--- src/rtl/prog_loader_pkg.sv ---
// -----------------------------------------------------------------------------
// prog_loader_pkg
// Shared definitions for the program loader: FSM state encoding, stream
// framing constants and the checksum update helper.
// -----------------------------------------------------------------------------
package prog_loader_pkg;

  // Loader FSM states
  typedef enum logic [2:0] {
    ST_IDLE = 3'd0,
    ST_HDR  = 3'd1,
    ST_DATA = 3'd2,
    ST_CHK  = 3'd3,
    ST_DONE = 3'd4,
    ST_ERR  = 3'd5
  } state_e;

  // Stream framing
  localparam int HDR_BYTES  = 2;   // word count N, MSB first
  localparam int WORD_BYTES = 4;   // bytes per instruction word, MSB first
  localparam int BYTE_W     = 8;
  localparam int WORD_W     = WORD_BYTES * BYTE_W;
  localparam int CHK_W      = 8;   // checksum width (XOR of word bytes)

  // Running checksum: XOR of every word byte
  function automatic logic [CHK_W-1:0] chk_update(input logic [CHK_W-1:0]  acc,
                                                  input logic [BYTE_W-1:0] b);
    return acc ^ b;
  endfunction

endpackage

--- src/rtl/prog_loader_if.sv ---
// -----------------------------------------------------------------------------
// prog_loader_if
// Groups the byte-stream handshake and the instruction-memory write bus.
//   s_valid/s_data/s_ready : byte stream into the loader (valid/ready)
//   imem_we/addr/wdata     : word write port toward instruction memory
// Modports:
//   slave  - the loader (consumes the stream, drives the memory bus)
//   master - the environment (drives the stream, observes the memory bus)
// -----------------------------------------------------------------------------
interface prog_loader_if #(
  parameter int ADDR_W = 8
) ();
  logic              s_valid;
  logic [7:0]        s_data;
  logic              s_ready;
  logic              imem_we;
  logic [ADDR_W-1:0] imem_addr;
  logic [31:0]       imem_wdata;

  modport slave (
    input  s_valid, s_data,
    output s_ready, imem_we, imem_addr, imem_wdata
  );

  modport master (
    output s_valid, s_data,
    input  s_ready, imem_we, imem_addr, imem_wdata
  );
endinterface

--- src/rtl/prog_loader_word_assembler.sv ---
// -----------------------------------------------------------------------------
// word_assembler
// Collects WORD_BYTES stream bytes MSB first into one word.
// Ports:
//   clk, rst      : clock, asynchronous active-low reset
//   clr_i         : synchronous clear, discards any partial word
//   byte_en_i     : a data byte transfers this cycle
//   byte_i        : the byte
//   last_byte_o   : combinational, this transfer completes a word
//   word_ready_o  : registered, high for one cycle after a word completes
//   word_o        : the completed word (held until the next one completes)
// -----------------------------------------------------------------------------
module word_assembler
  import prog_loader_pkg::*;
(
  input  logic              clk,
  input  logic              rst,
  input  logic              clr_i,
  input  logic              byte_en_i,
  input  logic [BYTE_W-1:0] byte_i,
  output logic              last_byte_o,
  output logic              word_ready_o,
  output logic [WORD_W-1:0] word_o
);

  localparam int CNT_W = $clog2(WORD_BYTES);
  localparam int SH_W  = (WORD_BYTES - 1) * BYTE_W;

  logic [CNT_W-1:0]  cnt_q;
  logic [SH_W-1:0]   sh_q;
  logic [WORD_W-1:0] word_q;
  logic              ready_q;

  assign last_byte_o  = byte_en_i && (cnt_q == CNT_W'(WORD_BYTES - 1));
  assign word_ready_o = ready_q;
  assign word_o       = word_q;

  // The completed word is captured into its own register so the shift
  // register can take the first byte of the next word in the very cycle the
  // memory write is presented; this keeps the stream at one byte per cycle.
  always_ff @(posedge clk or negedge rst) begin
    if (!rst) begin
      cnt_q   <= '0;
      sh_q    <= '0;
      word_q  <= '0;
      ready_q <= 1'b0;
    end else if (clr_i) begin
      cnt_q   <= '0;
      sh_q    <= '0;
      word_q  <= '0;
      ready_q <= 1'b0;
    end else begin
      ready_q <= last_byte_o;
      if (byte_en_i) begin
        cnt_q <= cnt_q + CNT_W'(1);
        sh_q  <= {sh_q[SH_W-BYTE_W-1:0], byte_i};
      end
      if (last_byte_o) begin
        word_q <= {sh_q, byte_i};
      end
    end
  end

endmodule

--- src/rtl/prog_loader.sv ---
// -----------------------------------------------------------------------------
// prog_loader
// Loads a program from a byte stream into instruction memory and releases the
// processor reset once the checksum verifies.
// Stream: N (2 bytes, MSB first), N words of 4 bytes (MSB first), then one
// checksum byte equal to the XOR of all word bytes.
// Ports:
//   clk, rst   : clock, asynchronous active-low reset
//   start      : load request pulse, honoured in IDLE, DONE and ERR
//   bus        : stream handshake in, instruction-memory write bus out
//   cpu_rst    : processor reset, high unless a verified program is loaded
//   done / err : load verified / load aborted
//   word_count : words written during the current load
// -----------------------------------------------------------------------------
module prog_loader
  import prog_loader_pkg::*;
#(
  parameter int DEPTH  = 256,
  parameter int ADDR_W = 8
) (
  input  logic            clk,
  input  logic            rst,
  input  logic            start,
  prog_loader_if.slave    bus,
  output logic            cpu_rst,
  output logic            done,
  output logic            err,
  output logic [ADDR_W:0] word_count
);

  localparam int                HDR_CNT_W = (HDR_BYTES > 1) ? $clog2(HDR_BYTES) : 1;
  localparam logic [16:0]       DEPTH_X   = 17'(DEPTH);
  localparam logic [ADDR_W-1:0] ADDR_MAX  = ADDR_W'(DEPTH - 1);

  state_e state_q, state_d;

  logic s_ready_q, s_ready_d;
  logic cpu_rst_q, cpu_rst_d;
  logic done_q, done_d;
  logic err_q, err_d;

  logic [HDR_CNT_W-1:0] hdr_cnt_q;
  logic [15:0]          n_q;
  logic [ADDR_W-1:0]    addr_q;
  logic [ADDR_W:0]      wcnt_q;
  logic [CHK_W-1:0]     chk_q;

  logic              xfer;
  logic              load_start;
  logic              hdr_last;
  logic [15:0]       n_hdr;
  logic              data_byte;
  logic              last_byte;
  logic              last_word;
  logic              word_ready;
  logic [WORD_W-1:0] word;

  assign xfer       = s_ready_q && bus.s_valid;
  assign load_start = start && ((state_q == ST_IDLE) || (state_q == ST_DONE) ||
                                (state_q == ST_ERR));
  assign hdr_last   = (state_q == ST_HDR) && xfer &&
                      (hdr_cnt_q == HDR_CNT_W'(HDR_BYTES - 1));
  // Word count including the header byte transferring right now
  assign n_hdr      = {n_q[7:0], bus.s_data};
  assign data_byte  = (state_q == ST_DATA) && xfer;
  // The previous word's write lands at least three cycles before this word's
  // last byte, so wcnt_q already equals the index of the word in flight.
  assign last_word  = (17'(wcnt_q) + 17'd1) == {1'b0, n_q};

  word_assembler u_asm (
    .clk          (clk),
    .rst          (rst),
    .clr_i        (load_start),
    .byte_en_i    (data_byte),
    .byte_i       (bus.s_data),
    .last_byte_o  (last_byte),
    .word_ready_o (word_ready),
    .word_o       (word)
  );

  // ---------------------------------------------------------------- state reg
  always_ff @(posedge clk or negedge rst) begin
    if (!rst) begin
      state_q   <= ST_IDLE;
      s_ready_q <= 1'b0;
      cpu_rst_q <= 1'b1;
      done_q    <= 1'b0;
      err_q     <= 1'b0;
    end else begin
      state_q   <= state_d;
      s_ready_q <= s_ready_d;
      cpu_rst_q <= cpu_rst_d;
      done_q    <= done_d;
      err_q     <= err_d;
    end
  end

  // --------------------------------------------------------------- next state
  // DATA moves to CHK on the last byte of the last word, so the write of that
  // word coincides with the first CHK cycle and the checksum byte that may
  // follow back-to-back is never mistaken for data.
  always_comb begin
    state_d = state_q;
    unique case (state_q)
      ST_IDLE, ST_DONE, ST_ERR: begin
        if (start) state_d = ST_HDR;
      end
      ST_HDR: begin
        if (hdr_last) begin
          if ({1'b0, n_hdr} > DEPTH_X) state_d = ST_ERR;
          else if (n_hdr == 16'd0)     state_d = ST_CHK;
          else                         state_d = ST_DATA;
        end
      end
      ST_DATA: begin
        if (last_byte && last_word) state_d = ST_CHK;
      end
      ST_CHK: begin
        if (xfer) state_d = (bus.s_data == chk_q) ? ST_DONE : ST_ERR;
      end
      default: state_d = ST_IDLE;
    endcase
  end

  // ------------------------------------------------------------------ outputs
  // Outputs are registered copies of decodes of the next state, so s_ready is
  // glitch-free and already valid in the first cycle of each state.
  always_comb begin
    s_ready_d = (state_d == ST_HDR) || (state_d == ST_DATA) || (state_d == ST_CHK);
    done_d    = (state_d == ST_DONE);
    err_d     = (state_d == ST_ERR);
    cpu_rst_d = (state_d != ST_DONE);
  end

  // ----------------------------------------------------------------- datapath
  always_ff @(posedge clk or negedge rst) begin
    if (!rst) begin
      hdr_cnt_q <= '0;
      n_q       <= '0;
      addr_q    <= '0;
      wcnt_q    <= '0;
      chk_q     <= '0;
    end else if (load_start) begin
      hdr_cnt_q <= '0;
      n_q       <= '0;
      addr_q    <= '0;
      wcnt_q    <= '0;
      chk_q     <= '0;
    end else begin
      if ((state_q == ST_HDR) && xfer) begin
        hdr_cnt_q <= hdr_cnt_q + HDR_CNT_W'(1);
        n_q       <= n_hdr;
      end
      if (data_byte) begin
        chk_q <= chk_update(chk_q, bus.s_data);
      end
      if (word_ready) begin
        wcnt_q <= wcnt_q + 1'b1;
        // Hold at the top address so a full-depth load never points past it
        if (addr_q != ADDR_MAX) addr_q <= addr_q + 1'b1;
      end
    end
  end

  assign bus.s_ready    = s_ready_q;
  assign bus.imem_we    = word_ready;
  assign bus.imem_addr  = addr_q;
  assign bus.imem_wdata = word;
  assign cpu_rst        = cpu_rst_q;
  assign done           = done_q;
  assign err            = err_q;
  assign word_count     = wcnt_q;

endmodule

--- src/flat_wrapper.sv ---
// flat-port wrapper written by rule: the top's interface ports become plain ports
module prog_loader_flat import prog_loader_pkg::*;
#(
  parameter int DEPTH  = 256,
  parameter int ADDR_W = 8
)
  (clk, rst, start, cpu_rst, done, err, word_count, bus_s_valid, bus_s_data, bus_s_ready, bus_imem_we, bus_imem_addr, bus_imem_wdata);
  prog_loader_if #(.ADDR_W(ADDR_W)) bus_i ();
  input  logic clk;
  input  logic rst;
  input  logic start;
  output logic cpu_rst;
  output logic done;
  output logic err;
  output logic [ADDR_W:0] word_count;
  input wire logic [$bits(bus_i.s_valid)-1:0] bus_s_valid;
  input wire logic [$bits(bus_i.s_data)-1:0] bus_s_data;
  output wire logic [$bits(bus_i.s_ready)-1:0] bus_s_ready;
  output wire logic [$bits(bus_i.imem_we)-1:0] bus_imem_we;
  output wire logic [$bits(bus_i.imem_addr)-1:0] bus_imem_addr;
  output wire logic [$bits(bus_i.imem_wdata)-1:0] bus_imem_wdata;
  assign bus_i.s_valid = bus_s_valid;
  assign bus_i.s_data = bus_s_data;
  assign bus_s_ready = bus_i.s_ready;
  assign bus_imem_we = bus_i.imem_we;
  assign bus_imem_addr = bus_i.imem_addr;
  assign bus_imem_wdata = bus_i.imem_wdata;
  prog_loader #(.DEPTH(DEPTH), .ADDR_W(ADDR_W)) u_core (.clk(clk), .rst(rst), .start(start), .bus(bus_i), .cpu_rst(cpu_rst), .done(done), .err(err), .word_count(word_count));
endmodule
--- config.mk ---
export PLATFORM = sky130hd
export DESIGN_NAME = prog_loader_flat
export DESIGN_NICKNAME = d
export VERILOG_FILES = /design/src/rtl/prog_loader_pkg.sv /design/src/rtl/prog_loader_if.sv /design/src/rtl/prog_loader_word_assembler.sv /design/src/rtl/prog_loader.sv /design/src/flat_wrapper.sv
export SDC_FILE = /design/constraint.sdc
export NUM_CORES = 1
export LEC_CHECK = 0
export ABC_AREA = 1
export BUFFER_PORTS_ARGS = -buffer_cell sky130_fd_sc_hd__buf_2
export CORE_UTILIZATION = 37
export DETAILED_ROUTE_END_ITERATION = 8
export GPL_TIMING_DRIVEN = 0
export PLACE_DENSITY = 0.58
export SYNTH_ARGS = -nofsm -noshare
export SYNTH_HDL_FRONTEND = slang
export SYNTH_SLANG_ARGS = --single-unit
--- constraint.sdc ---
create_clock -name clk -period 1.5 [get_ports clk]
set_input_delay 0.3 -clock clk [delete_from_list [all_inputs] [get_ports clk]]
set_output_delay 0.3 -clock clk [all_outputs]
set_load 0.1 [all_outputs]
== Yosys cells after proc, flatten, opt, wreduce, memory -nomap -nowiden ==
Cells that the tools add are included.
Cells by class
  bitwise logic cells: 1
  mux-type cells: 26
  $add $sub $neg: 5
  order comparisons: 1
  reduce and logical (&&, ||, !) cells: 20
  equality and inequality tests: 15
Operators by type and width (count)
  $mux 32: 2
  $mux 24: 2
  $mux 8: 5
  $mux 16: 2
  $mux 9: 2
  $eq 17x16->1: 1
  $gt 16x9->1 const B: 1
  $logic_not 16->1: 1
  $mux 3: 5
  $eq 3x2->1 const B: 4
  $eq 3x3->1 const B: 4
  $pmux 3 s4: 1
  $add 9x1->10 const B: 1
  $reduce_bool 2->1: 5
  $add 9x1->9 const B: 1
  $add 8x1->8 const B: 1
  $eq 8x8->1: 1
  $ne 8x8->1 const B: 1
  $xor 8x8->8: 1
  $logic_and 1x1->1: 7
  $eq 3x1->1 const B: 2
  $mux 1: 5
  $logic_or 1x1->1: 4
  $mux 2: 2
  7 further kinds: 7
Word-level totals
  output and inout bits: 54
  register bits after elaboration: 108

== Depth between registers and ports, before layout ==
  depth after elaboration: 9
  depth in mapped cells: 13
  mapped depth without buffers: 13

== By module ==
Synthesis repeated with hierarchy kept, for this count alone.
Unflattened totals
  cells, all modules: 658
  area total of the unflattened synthesis: 5203.7 um^2
Modules (own cells, without submodules)
  prog_loader: instances 1, cells each 359, area an instance 2720.1 um^2, sequential area each 1227.4 um^2
  word_assembler: instances 1, cells each 299, area an instance 2483.6 um^2, sequential area each 1476.4 um^2

== Least setup slack after synthesis ==
No wires, ideal clock.
  path type: reg-to-reg
  from: register u_core.wcnt_q[0] (netlist: u_core.word_count[0])
  to: register u_core.done_q (netlist: u_core.done)
  period minus slack after synthesis: 2371 ps
  cell stages (with the launch flop): 11
  path slack: -871 ps
  arrival time: 2250 ps
  buffers on the path: 0
  cell sequence: dfrtp_1 > ha_1 > nand2_1 > nor2_4 > nand3_1 > nand3_1 > nand2_1 > nor2_1 > nand3_2 > nand2_2 > nor2_4
Between the ends
  longest elaborated chain between the ends: 6
Ends and longest elaborated chain
  start, declared: RTL line prog_loader.sv:45  | logic [ADDR_W:0] wcnt_q;
  start signal, assigned: RTL line prog_loader.sv:158  | wcnt_q <= wcnt_q + 1'b1;
  $add 9x1->10: RTL line prog_loader.sv:68  | assign last_word = (17'(wcnt_q) + 17'd1) == {1'b0, n_q};
  $eq 17x16->1: RTL line prog_loader.sv:68
  $logic_and 1x1->1: RTL line prog_loader.sv:116  | if (last_byte && last_word) state_d = ST_CHK;
  $mux 3: RTL line prog_loader.sv:116
  $pmux 3 s4: RTL line prog_loader.sv:104  | unique case (state_q)
  net u_core.state_d[0]: RTL line prog_loader.sv:35  | state_e state_q, state_d;
  $eq 3x3->1: RTL line prog_loader.sv:130  | done_d = (state_d == ST_DONE);
  net u_core.done_d: RTL line prog_loader.sv:39  | logic done_q, done_d;
  end signal, assigned: RTL line prog_loader.sv:93  | done_q <= done_d;
  end, declared: RTL line prog_loader.sv:39
The timed path passes the listed nets, and every way through them passes these cells.
A chain may end at the register's enable or synchronous reset.

== Worst setup path after layout ==
Ends and elaborated chain as after synthesis.

==> flow_summary.yaml <==
clock_network:
  cts-root-buf: "clkbuf_16"
  clkTransAtPathRegs_ns: 0.07
  htreeDepth: 3
  clk_path_buf_depth: 2
  tritoncts: "built"
  cts_hold_buffers: 0
  clk_latency_ns: 0.35
  clock_sinks: 108
  cts-buffers-inserted: 9
floorplan:
  die_w_um: 116.3
  fp-row-count: 41
  die_area_um2: 13540
  fp.dieH_um: 116.3
  coreArea_um2: 12670
  initial_utilization_pct: 38.18
  io-pin-count: 66
global_routing:
  gr-total-overflow: 0
  grtUsageMet1_pct: 24.94
  grt_pass1_vias: 3971
  grt_max_degree: 56
  antenna_found_initial: 0
  track_usage_pct: 19.11
  grt_pass1_wl_um: 19750
  gr-max-usage-layer: "met2"
  grtUsageMet3_pct: 4.359
  grt_use_met2_pct: 31.44
sta:
  fin_worst_skew_ns: 0.008309
  min_period_ns: 1.678
  tightest_slew_ns: 0.7184
  setup_viol: 38
  slew_violations: 0
  hold_ws_ns: 0.008547
  hold_viol: 0
  slew_headroom_pct: 52.11
  rsz0062_at_grt: "true"
  max_freq_mhz: 595.9
  setup_slack_ns: -0.1782
  fin_crit_sh_pct: 111.9
  finalSetupTns_ns: -1.549
critical_path:
  worstPathMaxFanout: 4
  worstPathArrival_ns: 1.91
  crit_required_ns: 1.73
  critPathCaptureType: "register"
  worstPathCellList: "ha_4, nand2_2, nand2_1, nor2_1, nand2_1, nor2_1, nand3_1, nor2_2, nand3_2, nand2_2, nor2_4"
  critPathMaxStageDelay_ns: 0.51
  cp_slowest_cell: "dfrtp_4"
  crit_type: "reg2reg"
  worst_setup_path_start_kind: "register"
worst_hold_path:
  min_path_type: "in2async"
synthesis:
  yosys.area.top_type: "dfrtp_1"
  synth_top_area_share_pct: 55.35
  yosysWarningCount: 0
  postSynthAreaPerCell_um2: 8.700
  syn_inst: 556
  synthDistinctLibCells: 30
  synth_seq_area_share_pct: 55.90
  syn-num-nets: 571
  yosys-top-cells-area: "dfrtp_1 (55%), nand2_1 (8.2%), inv_1 (6.8%)"
  netlist_area_um2: 4837
  synth_seq_cells: 108
place:
  numPortBuffers: 65
  dp_hpwl_um: 8637
  place.gp.congestion: 0.8375
  dp_slack_ns: -0.2325
job:
  maxCapViolCount: 0
pwr:
  leakage_uw: 0.002970
  total_power_uw: 9110
  peakVddDrop_mv: 0.8563
  power_density_nw_per_um2: 1465
detailed_routing:
  wl_per_cell_um: 14.81
  dr.pass1.iters: 5
  drc: 0
  totalWireLength_um: 12210
  via_per_inst: 4.994
  vias: 4115
  first_iter_violations: 252
  ant_nets: 0
final_layout:
  area_growth_syn_to_layout_pct: 28.58
  final_common_cell: "nand2_1"
  fillers: 1225
  nets: 661
  drive_gt1_share_pct: 28.73
  final_cell_mix: "nand2_1 (97), dfrtp_1 (87), inv_1 (82)"
run_status:
  violations: "setup timing"
  status: "finished, violations left"
==> critical path, delay by kind of cell, from the launching register on <==
family                   cells  cell delay (ns)
adder cells (fa/ha/maj)      1             0.24
AND/OR/NAND/NOR             10             0.82
flip-flops                   1             0.51
==> synthesized netlist by cell type <==
cell type,n
clkbuf_1,9
a31oi_1,3
o21ai_2,1
dfrtp_1,107
inv_2,6
nand3_2,4
o211ai_1,3
nand2_1,106
o22ai_1,50
nor2_2,1
nor3_2,1
nand2_2,3
a21oi_1,6
ha_1,3
xnor2_1,1
buf_6,1
buf_1,2
dfstp_2,1
buf_2,8
nor2_1,33
o21ai_1,1
a22o_1,1
nand2_4,2
o21a_1,2
nand4_1,3
nand3_1,60
inv_1,88
o21ai_0,43
nor2_4,5
nor3_1,2
==> worst paths after layout <==
path / startpoint / end / slack [ns] / depth (start not counted)
hold / removal: rst / u_core.word_count[6] / 0.009 / 1
min in group clk: bus_s_data[7] / u_core.chk_q[7] / 0.30 / 4
setup / recovery: u_core.word_count[0] / u_core.done / -0.18 / 11
max in group asynchronous: rst / u_core.bus.imem_addr[1] / 0.75 / 2
hold reg to reg: u_core.u_asm.word_o[1] / u_core.u_asm.word_o[1] / 0.52 / 2
setup reg to reg: u_core.word_count[0] / u_core.done / -0.18 / 11
==> where the power goes <==
group / switching [µW] / internal [µW]
Combinational: 2120 / 974
Sequential: 240 / 3280
Clock: 1090 / 1400
Total: 3450 / 5660
==> registers in the layout, summed over array words and instances, names as in the netlist <==
register,cells
u_core.word_count,9
u_core.u_asm.cnt_q,2
u_core.u_asm.sh_q,24
u_core.done,1
u_core.hdr_cnt_q,1
u_core.err,1
u_core.bus.imem_addr,8
u_core.chk_q,8
u_core.cpu_rst,1
u_core.u_asm.word_ready_o,1
u_core.u_asm.word_o,32
u_core.state_q,3
u_core.n_q,16
u_core.bus.s_ready,1
==> per-layer routing <==
| layer | share of wire (%) | vias up |
|---|---|---|
| met5 | 0 | - |
| met4 | 1.3 | 0 |
| met3 | 4.5 | 14 |
| met2 | 49 | 83 |
| met1 | 45 | 2010 |
| li1 | - | 2008 |
==> layout make-up <==
class	instances	area (µm²)	share of cell area, %
timing repair buffer	79	533.0	8.570
tap	172	215.2	3.460
sequential	108	2756	44.32
antenna	1	2.502	0.04023
buffer	20	193.9	3.118
multi-input combinational	334	1847	29.69
clock inverter	5	63.81	1.026
inverter	94	355.3	5.713
clock buffer	11	252.7	4.064
==> per-stage QoR <==
stage	std cells	cell area (µm²)	utilization [%]
CTS	817	6002	47.37
global route	823	6217	49.07
floorplan	556	4985	-
detailed placement	794	5555	43.84
finish	824	6220	49.09
global placement	793	5525	43.61
==> cells by family (layout without fill, tap and decap cells) <==
family | count (synthesis) | after routing | share of synthesized area [%]
compound gates | 110 | 110 | 13.17
buf+inv | 114 | 209 | 9.209
flops | 108 | 108 | 55.90
simple gates | 220 | 220 | 20.77
fa+ha+maj | 3 | 3 | 0.7761
xor+xnor | 1 | 1 | 0.1811
other cells | 0 | 1 | 0
==> what timing repair did <==
action | 4_1_cts | 5_1_grt
endpoints found under the setup margin | 84 | 104
setup buffers | 7 | 6
gates resized for setup | 30 | 67
pin swaps | 2 | 6
Power figures use the tool's default switching activity.
